## config.mk

```make
export PLATFORM = sky130hd
export DESIGN_NAME = jt12_phase_op_flat
export DESIGN_NICKNAME = d
export VERILOG_FILES = /design/src/rtl/jt12_phase_op_pkg.sv /design/src/rtl/jt12_phase_op_if.sv /design/src/rtl/jt12_phase_op_rom.sv /design/src/rtl/jt12_sh_rst.sv /design/src/rtl/jt12_phase_op.sv /design/src/flat_wrapper.sv
export SDC_FILE = /design/constraint.sdc
export NUM_CORES = 1
export LEC_CHECK = 0
export CAP_MARGIN = 20
export CORE_MARGIN = 2
export CORE_UTILIZATION = 25
export CTS_BUF_LIST = sky130_fd_sc_hd__clkbuf_8
export CTS_CLUSTER_DIAMETER = 200
export DETAILED_ROUTE_END_ITERATION = 8
export GPL_ROUTABILITY_DRIVEN = 0
export PLACE_DENSITY = 0.45
export SYNTH_ARGS = -nofsm -noshare
export SYNTH_HDL_FRONTEND = slang
export SYNTH_SLANG_ARGS = --single-unit
```

## constraint.sdc

```tcl
create_clock -name clk -period 6.6 [get_ports clk]
set_input_delay 1.32 -clock clk [delete_from_list [all_inputs] [get_ports clk]]
set_output_delay 1.32 -clock clk [all_outputs]
set_load 0.02 [all_outputs]
```

## src/rtl/jt12_phase_op_pkg.sv

```systemverilog
// Shared widths, slot count and ROM-generation functions for the jt12 phase-to-sample operator.
package jt12_phase_op_pkg;

    localparam int SLOTS         = 24;
    localparam int PHASE_W       = 10;
    localparam int EG_W          = 10;
    localparam int ATTEN_W       = 13;
    localparam int OUT_W         = 14;
    localparam int LOGSIN_W      = 12;
    localparam int EXP_W         = 10;
    localparam int FB_SHIFT_BASE = 10;
    // Clocks between a slot entering stage VIII and its result leaving stage XI.
    localparam int PIPE_LAT      = 3;

    localparam real PI = 3.14159265358979323846;

    // Quarter-wave log-sine: round(-log2(sin((i+0.5)*pi/512)) * 256)
    function automatic logic [LOGSIN_W-1:0] logsin_val(input int idx);
        real x;
        x = ($itor(idx) + 0.5) * PI / 512.0;
        return LOGSIN_W'($rtoi(-$ln($sin(x)) / $ln(2.0) * 256.0 + 0.5));
    endfunction

    // Fractional exponential mantissa: round(2^((255-i)/256) * 1024) - 1024
    function automatic logic [EXP_W-1:0] exp_val(input int idx);
        return EXP_W'($rtoi($pow(2.0, (255.0 - $itor(idx)) / 256.0) * 1024.0 + 0.5) - 1024);
    endfunction

endpackage

```

## src/rtl/jt12_phase_op_if.sv

```systemverilog
// Slot-multiplexed operator bus: stage VIII inputs in, stage XI sample out.
interface jt12_phase_op_if;
    import jt12_phase_op_pkg::*;

    logic                clk_en;
    logic [PHASE_W-1:0]  phase_VIII;
    logic [PHASE_W-1:0]  pm_VIII;
    logic [EG_W-1:0]     eg_atten_VIII;
    logic                fb_en_VIII;
    logic [2:0]          fb_VIII;
    logic                zero;
    logic [OUT_W-1:0]    op_result_XI;

    modport master (
        output clk_en, phase_VIII, pm_VIII, eg_atten_VIII, fb_en_VIII, fb_VIII, zero,
        input  op_result_XI
    );

    modport slave (
        input  clk_en, phase_VIII, pm_VIII, eg_atten_VIII, fb_en_VIII, fb_VIII, zero,
        output op_result_XI
    );
endinterface

```

## src/rtl/jt12_phase_op_rom.sv

```systemverilog
// LOGSIN (stage IX read) and EXP (stage XI read) ROMs with clk_en-gated registered outputs.
module jt12_phase_op_rom
    import jt12_phase_op_pkg::*;
(
    input  logic                clk,
    input  logic                rst_n,
    input  logic                clk_en,
    input  logic [7:0]          logsin_addr,
    input  logic [7:0]          exp_addr,
    output logic [LOGSIN_W-1:0] logsin_reg,
    output logic [EXP_W:0]      mant_reg
);
    logic [LOGSIN_W-1:0] logsin_rom [256];
    logic [EXP_W-1:0]    exp_rom    [256];

    genvar gi;
    generate
        for (gi = 0; gi < 256; gi++) begin : g_rom
            assign logsin_rom[gi] = logsin_val(gi);
            assign exp_rom[gi]    = exp_val(gi);
        end
    endgenerate

    // The mantissa register holds the implicit leading one, so its cleared state yields a zero sample.
    always_ff @(posedge clk or negedge rst_n) begin
        if (!rst_n) begin
            logsin_reg <= '0;
            mant_reg   <= '0;
        end else if (clk_en) begin
            logsin_reg <= logsin_rom[logsin_addr];
            mant_reg   <= {1'b1, exp_rom[exp_addr]};
        end
    end
endmodule

```

## src/rtl/jt12_sh_rst.sv

```systemverilog
// Clock-enabled shift register with asynchronous active-high clear; drop is the oldest stage.
module jt12_sh_rst #(
    parameter int width  = 5,
    parameter int stages = 24
) (
    input  logic             clk,
    input  logic             rst,
    input  logic             cen,
    input  logic [width-1:0] din,
    output logic [width-1:0] drop
);
    logic [width-1:0] bits_reg [stages];

    always_ff @(posedge clk or posedge rst) begin
        if (rst) begin
            for (int i = 0; i < stages; i++) bits_reg[i] <= '0;
        end else if (cen) begin
            bits_reg[0] <= din;
            for (int i = 1; i < stages; i++) bits_reg[i] <= bits_reg[i-1];
        end
    end

    assign drop = bits_reg[stages-1];
endmodule

```

## src/rtl/jt12_phase_op.sv

```systemverilog
// Operator stage VIII..XI: phase modulation and feedback, log-sin, attenuation, exp, sign.
// Optional self-feedback history is enabled by defining JT12_PHASE_OP_FB_EN.
module jt12_phase_op
    import jt12_phase_op_pkg::*;
(
    input  logic          clk,
    input  logic          rst_n,
    jt12_phase_op_if.slave bus
);
    logic [PHASE_W-1:0]  fb_term;
    logic                unused_bits;

`ifdef JT12_PHASE_OP_FB_EN
    logic [OUT_W-1:0] prev1;
    logic [OUT_W-1:0] prev2;
    logic [OUT_W:0]   fb_sum;
    logic [OUT_W:0]   fb_shifted;
    logic [3:0]       fb_shift;

    assign fb_sum      = {prev1[OUT_W-1], prev1} + {prev2[OUT_W-1], prev2};
    assign fb_shift    = 4'(FB_SHIFT_BASE) - {1'b0, bus.fb_VIII};
    assign fb_shifted  = $signed(fb_sum) >>> fb_shift;
    assign fb_term     = (bus.fb_en_VIII && bus.fb_VIII != 3'd0) ? fb_shifted[PHASE_W-1:0] : '0;
    assign unused_bits = ^{bus.zero, fb_shifted[OUT_W:PHASE_W]};

    // The output already lags stage VIII by the pipeline depth, so the first history
    // is that much shorter; both drops then belong to the slot now in stage VIII.
    jt12_sh_rst #(.width(OUT_W), .stages(SLOTS - PIPE_LAT)) u_prev1 (
        .clk  (clk),
        .rst  (~rst_n),
        .cen  (bus.clk_en),
        .din  (bus.op_result_XI),
        .drop (prev1)
    );

    jt12_sh_rst #(.width(OUT_W), .stages(SLOTS)) u_prev2 (
        .clk  (clk),
        .rst  (~rst_n),
        .cen  (bus.clk_en),
        .din  (prev1),
        .drop (prev2)
    );
`else
    assign fb_term     = '0;
    assign unused_bits = ^{bus.zero, bus.fb_en_VIII, bus.fb_VIII};
`endif

    logic [PHASE_W-1:0]  phase_sum_next;
    logic [PHASE_W-1:0]  phase_sum_reg;
    logic [EG_W-1:0]     eg_ix_reg;
    logic [EG_W-1:0]     eg_x_reg;
    logic                sign_x_reg;
    logic                sign_xi_reg;
    logic [4:0]          shift_xi_reg;
    logic [7:0]          logsin_addr;
    logic [7:0]          exp_addr;
    logic [LOGSIN_W-1:0] logsin_x;
    logic [EXP_W:0]      mant_xi;
    logic [ATTEN_W:0]    atten_wide;
    logic [ATTEN_W-1:0]  atten;
    logic [ATTEN_W-1:0]  mag;

    assign phase_sum_next = bus.phase_VIII + bus.pm_VIII + fb_term;

    // Upper half of each half-wave reads the quarter-wave table backwards.
    assign logsin_addr = phase_sum_reg[8] ? ~phase_sum_reg[7:0] : phase_sum_reg[7:0];

    assign atten_wide = {2'b00, logsin_x} + {2'b00, eg_x_reg, 2'b00};
    assign atten      = atten_wide[ATTEN_W] ? '1 : atten_wide[ATTEN_W-1:0];
    assign exp_addr   = atten[7:0];

    jt12_phase_op_rom u_rom (
        .clk         (clk),
        .rst_n       (rst_n),
        .clk_en      (bus.clk_en),
        .logsin_addr (logsin_addr),
        .exp_addr    (exp_addr),
        .logsin_reg  (logsin_x),
        .mant_reg    (mant_xi)
    );

    always_ff @(posedge clk or negedge rst_n) begin
        if (!rst_n) begin
            phase_sum_reg <= '0;
            eg_ix_reg     <= '0;
            eg_x_reg      <= '0;
            sign_x_reg    <= 1'b0;
            sign_xi_reg   <= 1'b0;
            shift_xi_reg  <= '0;
        end else if (bus.clk_en) begin
            phase_sum_reg <= phase_sum_next;
            eg_ix_reg     <= bus.eg_atten_VIII;
            sign_x_reg    <= phase_sum_reg[9];
            eg_x_reg      <= eg_ix_reg;
            sign_xi_reg   <= sign_x_reg;
            shift_xi_reg  <= atten[ATTEN_W-1:8];
        end
    end

    // Shifts of 13 or more empty the 13-bit magnitude entirely.
    assign mag = {mant_xi, 2'b00} >> shift_xi_reg;
    assign bus.op_result_XI = sign_xi_reg ? ~{1'b0, mag} : {1'b0, mag};
endmodule

```

## src/flat_wrapper.sv

```systemverilog
// flat-port wrapper written by rule: the top's interface ports become plain ports
module jt12_phase_op_flat import jt12_phase_op_pkg::*;
  (clk, rst_n, bus_clk_en, bus_phase_VIII, bus_pm_VIII, bus_eg_atten_VIII, bus_fb_en_VIII, bus_fb_VIII, bus_zero, bus_op_result_XI);
  jt12_phase_op_if bus_i ();
  input  logic clk;
  input  logic rst_n;
  input wire logic [$bits(bus_i.clk_en)-1:0] bus_clk_en;
  input wire logic [$bits(bus_i.phase_VIII)-1:0] bus_phase_VIII;
  input wire logic [$bits(bus_i.pm_VIII)-1:0] bus_pm_VIII;
  input wire logic [$bits(bus_i.eg_atten_VIII)-1:0] bus_eg_atten_VIII;
  input wire logic [$bits(bus_i.fb_en_VIII)-1:0] bus_fb_en_VIII;
  input wire logic [$bits(bus_i.fb_VIII)-1:0] bus_fb_VIII;
  input wire logic [$bits(bus_i.zero)-1:0] bus_zero;
  output wire logic [$bits(bus_i.op_result_XI)-1:0] bus_op_result_XI;
  assign bus_i.clk_en = bus_clk_en;
  assign bus_i.phase_VIII = bus_phase_VIII;
  assign bus_i.pm_VIII = bus_pm_VIII;
  assign bus_i.eg_atten_VIII = bus_eg_atten_VIII;
  assign bus_i.fb_en_VIII = bus_fb_en_VIII;
  assign bus_i.fb_VIII = bus_fb_VIII;
  assign bus_i.zero = bus_zero;
  assign bus_op_result_XI = bus_i.op_result_XI;
  jt12_phase_op u_core (.clk(clk), .rst_n(rst_n), .bus(bus_i));
endmodule
```

Word level (Yosys, flattened, before mapping)
Memory sizes are Yosys's and may differ from the RTL's. A register that Yosys moved wholly into a read port is not among the register bits.
Cells that the tools add are included.
{"block": "totals", "register_bits": 48, "latch_bits": 0, "ramBits": 0, "mem_bits_ro": 5632, "inputBits": 38, "output_inout_bits": 14, "elab_cells": 24, "mem_count": 2}
{"memory": "(name not given)", "depth": 256, "word_bits": 12, "read_ports": 1, "rd_clocked_by_memory_dff": 1, "write_ports": 0, "line_no": "jt12_phase_op_rom.sv:30", "text": "logsin_reg <= logsin_rom[logsin_addr];"}
{"memory": "(name not given)", "depth": 256, "word_bits": 10, "read_ports": 1, "rd_clocked_by_memory_dff": 1, "write_ports": 0, "line_no": "jt12_phase_op_rom.sv:31", "text": "mant_reg <= {1'b1, exp_rom[exp_addr]};"}
{"block": "op_classes", "add_sub_neg": 2, "n_mul": 0, "div": 0, "n_lt_le_gt_ge": 1, "n_eq_ne": 0, "shift": 1, "n_mux": 5, "n_bitwise": 4, "n_reduce_logical": 2}
{"operator": "$mux 10", "n": 2}
{"operator": "$not 8->9", "n": 2}
{"operator": "$mux 14", "n": 1}
{"operator": "$not 13->14", "n": 1}
{"operator": "$add 12x12->13", "n": 1}
{"operator": "$mux 13", "n": 1}
{"operator": "$shr 13x5->13", "n": 1}
{"operator": "$add 10x10->10", "n": 1}
{"operator": "$ge 9x9->1 const B", "n": 1}
{"operator": "$mux 8", "n": 1}
{"operator": "$not 8->8", "n": 1}
{"operator": "$logic_not 1->1", "n": 2}

Longest topological paths before layout
Gate-level depths: netlist (run 1).
{"block": "logic_depth", "word_depth": 6, "ltp_mapped": 15, "ltp_nobuf": 11}

Modules after synthesis
Synthesis (run 1) repeated with hierarchy kept, for this count alone.
{"block": "hier_totals", "cells_unflattened": 1147, "area_unflattened_um2": 8662.1}
{"mod": "jt12_phase_op_rom", "instances": 1, "cells_per_inst": 847, "area_per_inst_um2": 5724.2, "seq_area_each_um2": 575.6}
{"mod": "jt12_phase_op", "instances": 1, "cells_per_inst": 300, "area_per_inst_um2": 2937.8, "seq_area_each_um2": 925.9}

Worst setup path before layout (run 1)
No wires, ideal clock.
{"block": "synth_path", "kind": "register to register", "start": "register u_core.phase_sum_reg[8]", "end": "register u_core.u_rom.logsin_reg[3]", "setup_time_ps": 134, "arrival_time_ps": 3250, "required_ps": 6466, "slack_ps": 3216, "stages_incl_launch_ff": 15, "n_path_buf": 6, "period_less_slack_ps": 3384, "cell_sequence": "dfrtp_1 -> buf_6 -> buf_6 -> buf_6 -> buf_4 -> xnor2_1 -> inv_1 -> ha_1 -> clkbuf_1 -> clkbuf_1 -> o22ai_1 -> o21ai_0 -> o211ai_1 -> a2111oi_0 -> a21oi_1"}
{"block": "synth_via", "elab_chain_cells": 2}
{"element": "from (decl)", "line_no": "jt12_phase_op.sv:49", "text": "logic [PHASE_W-1:0] phase_sum_reg;"}
{"element": "from (signal assigned)", "line_no": "jt12_phase_op.sv:91", "text": "phase_sum_reg <= phase_sum_next;"}
{"element": "$mux 8", "line_no": "jt12_phase_op.sv:66", "text": "assign logsin_addr = phase_sum_reg[8] ? ~phase_sum_reg[7:0] : phase_sum_reg[7:0];"}
{"element": "$not 8->9 (implied by the code)", "line_no": "jt12_phase_op_rom.sv:30"}
{"element": "to (decl)", "line_no": "jt12_phase_op_rom.sv:10", "text": "output logic [LOGSIN_W-1:0] logsin_reg,"}
Every way passes these cells.
A chain may end at the register's enable or synchronous reset.

Final worst setup path (run 1)
{"block": "layout_path", "start": "register u_core.shift_xi_reg[0]", "end": "output port bus_op_result_XI[6]"}
{"block": "layout_via", "elab_chain_cells": 3}
{"element": "from (decl)", "line_no": "jt12_phase_op.sv:54", "text": "logic [4:0] shift_xi_reg;"}
{"element": "from (signal assigned)", "line_no": "jt12_phase_op.sv:96", "text": "shift_xi_reg <= atten[ATTEN_W-1:8];"}
{"element": "$shr 13x5->13 (*)", "line_no": "jt12_phase_op.sv:101", "text": "assign mag = {mant_xi, 2'b00} >> shift_xi_reg;"}
{"element": "$not 13->14", "line_no": "jt12_phase_op.sv:102", "text": "assign bus.op_result_XI = sign_xi_reg ? ~{1'b0, mag} : {1'b0, mag};"}
{"element": "$mux 14 (*)", "line_no": "jt12_phase_op.sv:102"}
{"element": "to (decl)", "line_no": "flat_wrapper.sv:14", "text": "output wire logic [$bits(bus_i.op_result_XI)-1:0] bus_op_result_XI;"}
Mark *: on every way between the ends. The rest lies on a longest branch, timed or not.

==> flow_summary.toml, run 1 <==
[setup_path]
worst_ep_required_time_ns = 5.28
crit_path_end = "bus_op_result_XI[6]"
crit_path_start = "u_core.shift_xi_reg[0]$_DFFE_PN0P_"
rr_worst_depth = 10
worstReg2RegStart = "u_core.phase_sum_reg[8]$_DFFE_PN0P_"
critPathLaunchType = "register"
endpoint_kind = "output port"
cp_max_fo = 11
rrSetupSlack_ns = 2.30
criticalPathCategory = "register to output port"
worst_ep_arrival_time_ns = 3.19
r2r_end = "u_core.u_rom.logsin_reg[5]$_DFFE_PN0P_"

[sta]
hold_slack_ns = 0.478
max_freq_ghz = 0.222
rsz0062_at_grt = "false"
fin_crit_sh_pct = 68.4
hold_viol = 0
layout_setup_ws_ns = 2.09
totalNegativeSetupSlack_ns = 0
tightest_slew_ns = 1.13
skew_ns = 0.00721
slew_viol_final = 0
layout_min_cycle_time_ns = 4.51
relSlewSlack_pct = 24.4
setup_violations = 0

[synthesis]
synth_edf_count = 0
syn_inst = 1445
ys_ff_latch = 60
seq_area_frac_synth_pct = 14.8
syn_area_per_cell_um2 = 7.03
syn_nets = 1530
synth.distinct_cells = 86
async_reset_ff_share_pct = 100
yosys-top-cells-area = "dfrtp_1 (15%), a21oi_1 (6.2%), o21ai_0 (6.0%)"
synth_most_common_cell = "nand2_1"
synth_top_area_cell = "dfrtp_1"
synth_flop_cell = "dfrtp_1"
netlist.area_leader.share_pct = 14.8
synth_area_mm2 = 0.0102
ys_warn_count = 0
netlist_top_cells_count = "nand2_1 (139), a21oi_1 (126), nor2_1 (122), o21ai_0 (122), clkbuf_1 (94)"

[floorplan]
io_pins = 52
die_y_um = 206
fp-row-count = 73
initial_core_util_pct = 25.4
die_x_um = 206
core_mm2 = 0.0399
dieArea_mm2 = 0.0422

[placed_design]
dpl_cell_area_mm2 = 0.0109
placed_cells = 1894
dp_hpwl_um = 30000
io_buffers = 46
dp_slack_ns = 2.28

[clock_tree]
clk_path_buf_depth = 2
cts_resized = 0
cts_tree = "done"
clk_latency_ns = 0.36
cts_setup_buffers = 0
cts.sinks = 60
cts_buffers = 9
cts_root_buf = "clkbuf_8"
clk_pin_slew_worst_paths_ns = 0.07
cts_hold_buf = 0
h-tree-depth = 3

[routing]
vias = 11540
wl_per_cell_um = 22.4
drc = 0
final_antenna_net_count = 0
drtIter0Drc = 1473
wirelength_um = 42900
via_per_inst = 6.04
dr.pass1.iters = 6

[finish]
n_fill_cell = 4397
postLayoutCoreUtil_pct = 27.7
area_growth_pct = 8.88
largest_reg_flops = 12
multi_input_area_mm2 = 0.00785
final_cell_count_no_fill = 1911
register_area_mm2 = 0.00151
fin_nets = 1466
antennaDiodeCount = 0
layout-drive-gt1-share_pct = 9.31
final_cell_area_mm2 = 0.0111

[job]
max_cap_violations = 0

[grt]
grt_overflow = 0
grt_max_degree = 88
grt_use_total_pct = 20.2
antenna_found_initial = 0
grt_pass1_vias = 11055
grt_pass1_wl_um = 66700

[pwr]
leakage_nw = 4.01
cellPowerDensity_mw_per_mm2 = 578
ir_drop_mv = 0.259
power_mw = 6.39

[run_status]
status = "finished clean"

[min_path]
hold_class = "register to register"
[kinds of logic after synthesis]
group | share of synthesized area [%]
AOI/OAI and AO/OA | 37.0
xor gates and xnor gates | 3.86
adders and majority gates | 6.04
buffers and inverters | 8.18
DFF | 14.8
muxes | 7.94
and+or+nand+nor | 22.2
[where the power goes]
| part | internal (mW) | switching (mW) | total (mW) |
|---|---|---|---|
| clock network | 0.181 | 0.161 | 0.342 |
| registers | 0.475 | 0.219 | 0.694 |
| logic | 1.93 | 3.42 | 5.35 |
| total | 2.59 | 3.80 | 6.39 |
[critical path, cell delays in order (launching register included)]
cell             delay (ns)
dfrtp_1                0.62
clkinv_1               0.41
or3_1                  0.45
o21ai_0                0.18
mux2i_1                0.14
nor3_1                 0.21
xor2_1                 0.18
clkdlybuf4s50_1        0.64
[how the worst min path moves through the flow]
stage | cells after the start | end | start
floorplan | 2 | u_core.phase_sum_reg[9]$_DFFE_PN0P_ | u_core.phase_sum_reg[9]$_DFFE_PN0P_
global placement | 2 | u_core.phase_sum_reg[9]$_DFFE_PN0P_ | u_core.phase_sum_reg[9]$_DFFE_PN0P_
detailed placement | 2 | u_core.phase_sum_reg[9]$_DFFE_PN0P_ | u_core.phase_sum_reg[9]$_DFFE_PN0P_
CTS | 2 | u_core.phase_sum_reg[9]$_DFFE_PN0P_ | u_core.phase_sum_reg[9]$_DFFE_PN0P_
global route | 1 | u_core.eg_ix_reg[9]$_DFFE_PN0P_ | u_core.eg_ix_reg[9]$_DFFE_PN0P_
finish | 2 | u_core.phase_sum_reg[9]$_DFFE_PN0P_ | u_core.phase_sum_reg[9]$_DFFE_PN0P_
[cell usage in the layout, fill, tap and decap left out, drive strengths merged, types with 9 or more instances in the layout]
master         count
a2111oi           10
a211oi            34
a21boi            10
a21o              13
a21oi            129
a221oi            21
a311oi            10
a31oi             32
and2              11
buf               38
clkbuf            11
clkdlybuf4s50     44
dfrtp             60
ha                45
inv               31
mux2              33
mux2i             25
nand2            139
nand2b            28
nand3             47
nand4             12
nor2             123
nor2b             32
nor3              42
o211ai            38
o21ai            125
o22ai             26
o311ai            10
o31ai             12
o32ai             12
or2               12
or3                9
xnor2             18
xor2              19
[layout make-up]
class                      instances  share of cell area, %
multi-input combinational       1195                   71.0
tap                              525                   5.94
sequential                        60                   13.6
clock buffer                      10                   1.24
timing repair buffer              83                   6.59
inverter                          32                   1.09
clock inverter                     6                  0.509
[per-layer routing]
layer  up-vias  wire, um  global-route usage [%]
met5         -         0                       0
met4         0      1960                    8.97
met3       138      3780                    4.59
met2       609     19000                    31.5
met1      5492     18200                    26.6
li1       5301         -                       -
Power figures use the tool's default switching activity.
==> run 2, diff against run 1 <==
--- a/config.mk
+++ b/config.mk
@@ -12,7 +12,7 @@
 export CTS_CLUSTER_DIAMETER = 200
 export DETAILED_ROUTE_END_ITERATION = 8
 export GPL_ROUTABILITY_DRIVEN = 0
-export PLACE_DENSITY = 0.45
+export PLACE_DENSITY = 0.46
 export SYNTH_ARGS = -nofsm -noshare
 export SYNTH_HDL_FRONTEND = slang
 export SYNTH_SLANG_ARGS = --single-unit
==> constraint.sdc (replaced) <==
create_clock -name clk -period 3.6 [get_ports clk]
set_input_delay 0.72 -clock clk [delete_from_list [all_inputs] [get_ports clk]]
set_output_delay 0.72 -clock clk [all_outputs]
set_load 0.02 [all_outputs]
==> flow_summary.toml, run 2 (same netlist as run 1, synthesis figures left out) <==
[sta]
layout_min_cycle_time_ns = 3.52
tightest_slew_ns = 0.980
hold_slack_ns = 0.375
totalNegativeSetupSlack_ns = 0
skew_ns = 0.0103
slew_viol_final = 0
max_freq_ghz = 0.284
hold_viol = 0
rsz0062_at_grt = "false"
fin_crit_sh_pct = 97.7
setup_violations = 0
relSlewSlack_pct = 34.6

[floorplan]
die_x_um = 206
die_y_um = 206
core_mm2 = 0.0399
io_pins = 52
initial_core_util_pct = 25.4
fp-row-count = 73
dieArea_mm2 = 0.0422

[pwr]
p_comb_share_pct = 85.1
leakage_nw = 4.38
share_seq_of_total_power_pct = 10.0
power_frac_clock_pct = 4.9
cellPowerDensity_mw_per_mm2 = 1060
ir_drop_mv = 0.570
switching_power_mw = 7.13
intPower_mw = 5.19
p_sw_share_pct = 57.9

[setup_path]
cp_max_fo = 14
rr_worst_depth = 12
endpoint_kind = "register"
critPathLaunchType = "register"
worst_ep_required_time_ns = 3.88
criticalPathCategory = "register to register"
worst_ep_arrival_time_ns = 3.80

[routing]
vias = 11947
wl_per_cell_um = 22.2
met2WireLength_um = 19300
final_antenna_net_count = 0
wirelength_um = 44100
drtIter0Drc = 1827
top_layer = "met4"
via_per_inst = 6.02
drc = 0
dr.pass1.iters = 6
met3_length_um = 4420
met1_length_um = 18000

[clock_tree]
cts.sinks = 60
cts_tree = "done"
cts_resized = 0
cts_setup_buffers = 0
cts_hold_buf = 0
h-tree-depth = 3
clk_path_buf_depth = 2
clk_latency_ns = 0.35
clk_pin_slew_worst_paths_ns = 0.07
cts_root_buf = "clkbuf_8"
cts_buffers = 9

[placed_design]
dp_hpwl_um = 32600
placed_cells = 1969
io_buffers = 46

[grt]
grt_pass1_wl_um = 68100
grt_max_degree = 72
grt_pass1_vias = 11363
grt_use_total_pct = 20.7
antenna_found_initial = 0
grt_overflow = 0

[finish]
layout-drive-gt1-share_pct = 14.1
n_fill_cell = 4335
mostFrequentLayoutCell = "nand2_1"
fin_nets = 1540
area_growth_pct = 14.9
final_cell_mix = "nand2_1 (139), a21oi_1 (126), nor2_1 (122), o21ai_0 (122), buf_4 (108)"
largest_reg_flops = 12
final_cell_count_no_fill = 1986

[min_path]
hold_class = "input pin to asynchronous set/reset pin"

[run_status]
status = "finished clean"

[job]
max_cap_violations = 0
run 2: cell count changes in the layout (fill, tap and decap cells not counted), sizes merged:
cell    change
clkbuf      -1
buf        +75
diode       +1
run 2: path summary, 6_finish.rpt:
kind                                                startpoint                                      to  slack, ns
setup / recovery           u_core.phase_sum_reg[8]$_DFFE_PN0P_  u_core.u_rom.logsin_reg[3]$_DFFE_PN0P_       0.08
hold / removal                                           rst_n     u_core.phase_sum_reg[0]$_DFFE_PN0P_       0.38
setup reg to reg           u_core.phase_sum_reg[8]$_DFFE_PN0P_  u_core.u_rom.logsin_reg[3]$_DFFE_PN0P_       0.08
hold reg to reg            u_core.phase_sum_reg[9]$_DFFE_PN0P_     u_core.phase_sum_reg[9]$_DFFE_PN0P_       0.50
max in group asynchronous                                rst_n      u_core.shift_xi_reg[1]$_DFFE_PN0P_       2.49
min in group clk           u_core.phase_sum_reg[9]$_DFFE_PN0P_     u_core.phase_sum_reg[9]$_DFFE_PN0P_       0.50
run 2: critical path, cell delays in order (launching register included):
cell and delay (ns):
dfrtp_4 0.56, nor2b_1 0.19, or2_2 0.35, inv_1 0.16, ha_1 0.37, nand2_1 0.17, and2_1 0.20, nand3_1 0.07
o311ai_0 0.11, a2111oi_0 0.76, buf_4 0.23, a2111oi_2 0.07, a21oi_1 0.18
run 2: through the flow:
step / utilization (%) / instance area, um^2 / total power [mW] / worst slack, ns
6_report: 29.2 / 11700 / 12.3 / 0.0831
5_1_grt: 29.2 / 11700 / 13.3 / 0.00386
4_1_cts: 29.2 / 11600 / 12.1 / 0.0118
3_5_place_dp: 28.7 / 11500 / 11.4 / 0.122
3_3_place_gp: 28.7 / 11500 / 11.5 / 0.164
2_1_floorplan: - / 10200 / 8.21 / 0.216
run 2: layout make-up:
| type | instances | area, um^2 | share of cell area, % |
|---|---|---|---|
| Antenna cell | 1 | 2.50 | 0.0215 |
| Multi-Input combinational cell | 1195 | 7860 | 67.4 |
| Tap cell | 525 | 657 | 5.63 |
| Clock inverter | 6 | 56.3 | 0.483 |
| Inverter | 32 | 120 | 1.03 |
| Clock buffer | 10 | 138 | 1.18 |
| Sequential cell | 60 | 1510 | 13.0 |
| Timing Repair Buffer | 157 | 1320 | 11.3 |
run 2: metal layers:
| layer | vias to the layer above | global-route usage [%] |
|---|---|---|
| met5 | - | 0 |
| met4 | 0 | 10.2 |
| met3 | 176 | 4.42 |
| met2 | 720 | 32.2 |
| met1 | 5603 | 27.1 |
| li1 | 5448 | - |
run 2: power by group through the flow:
stage	registers, mW	clock network [mW]	logic (mW)
after floorplan	0.994	0	7.22
after global placement	1.23	0	10.2
after detailed placement	1.24	0	10.2
after CTS	1.22	0.624	10.2
after global routing	1.28	0.655	11.3
final	1.23	0.601	10.5
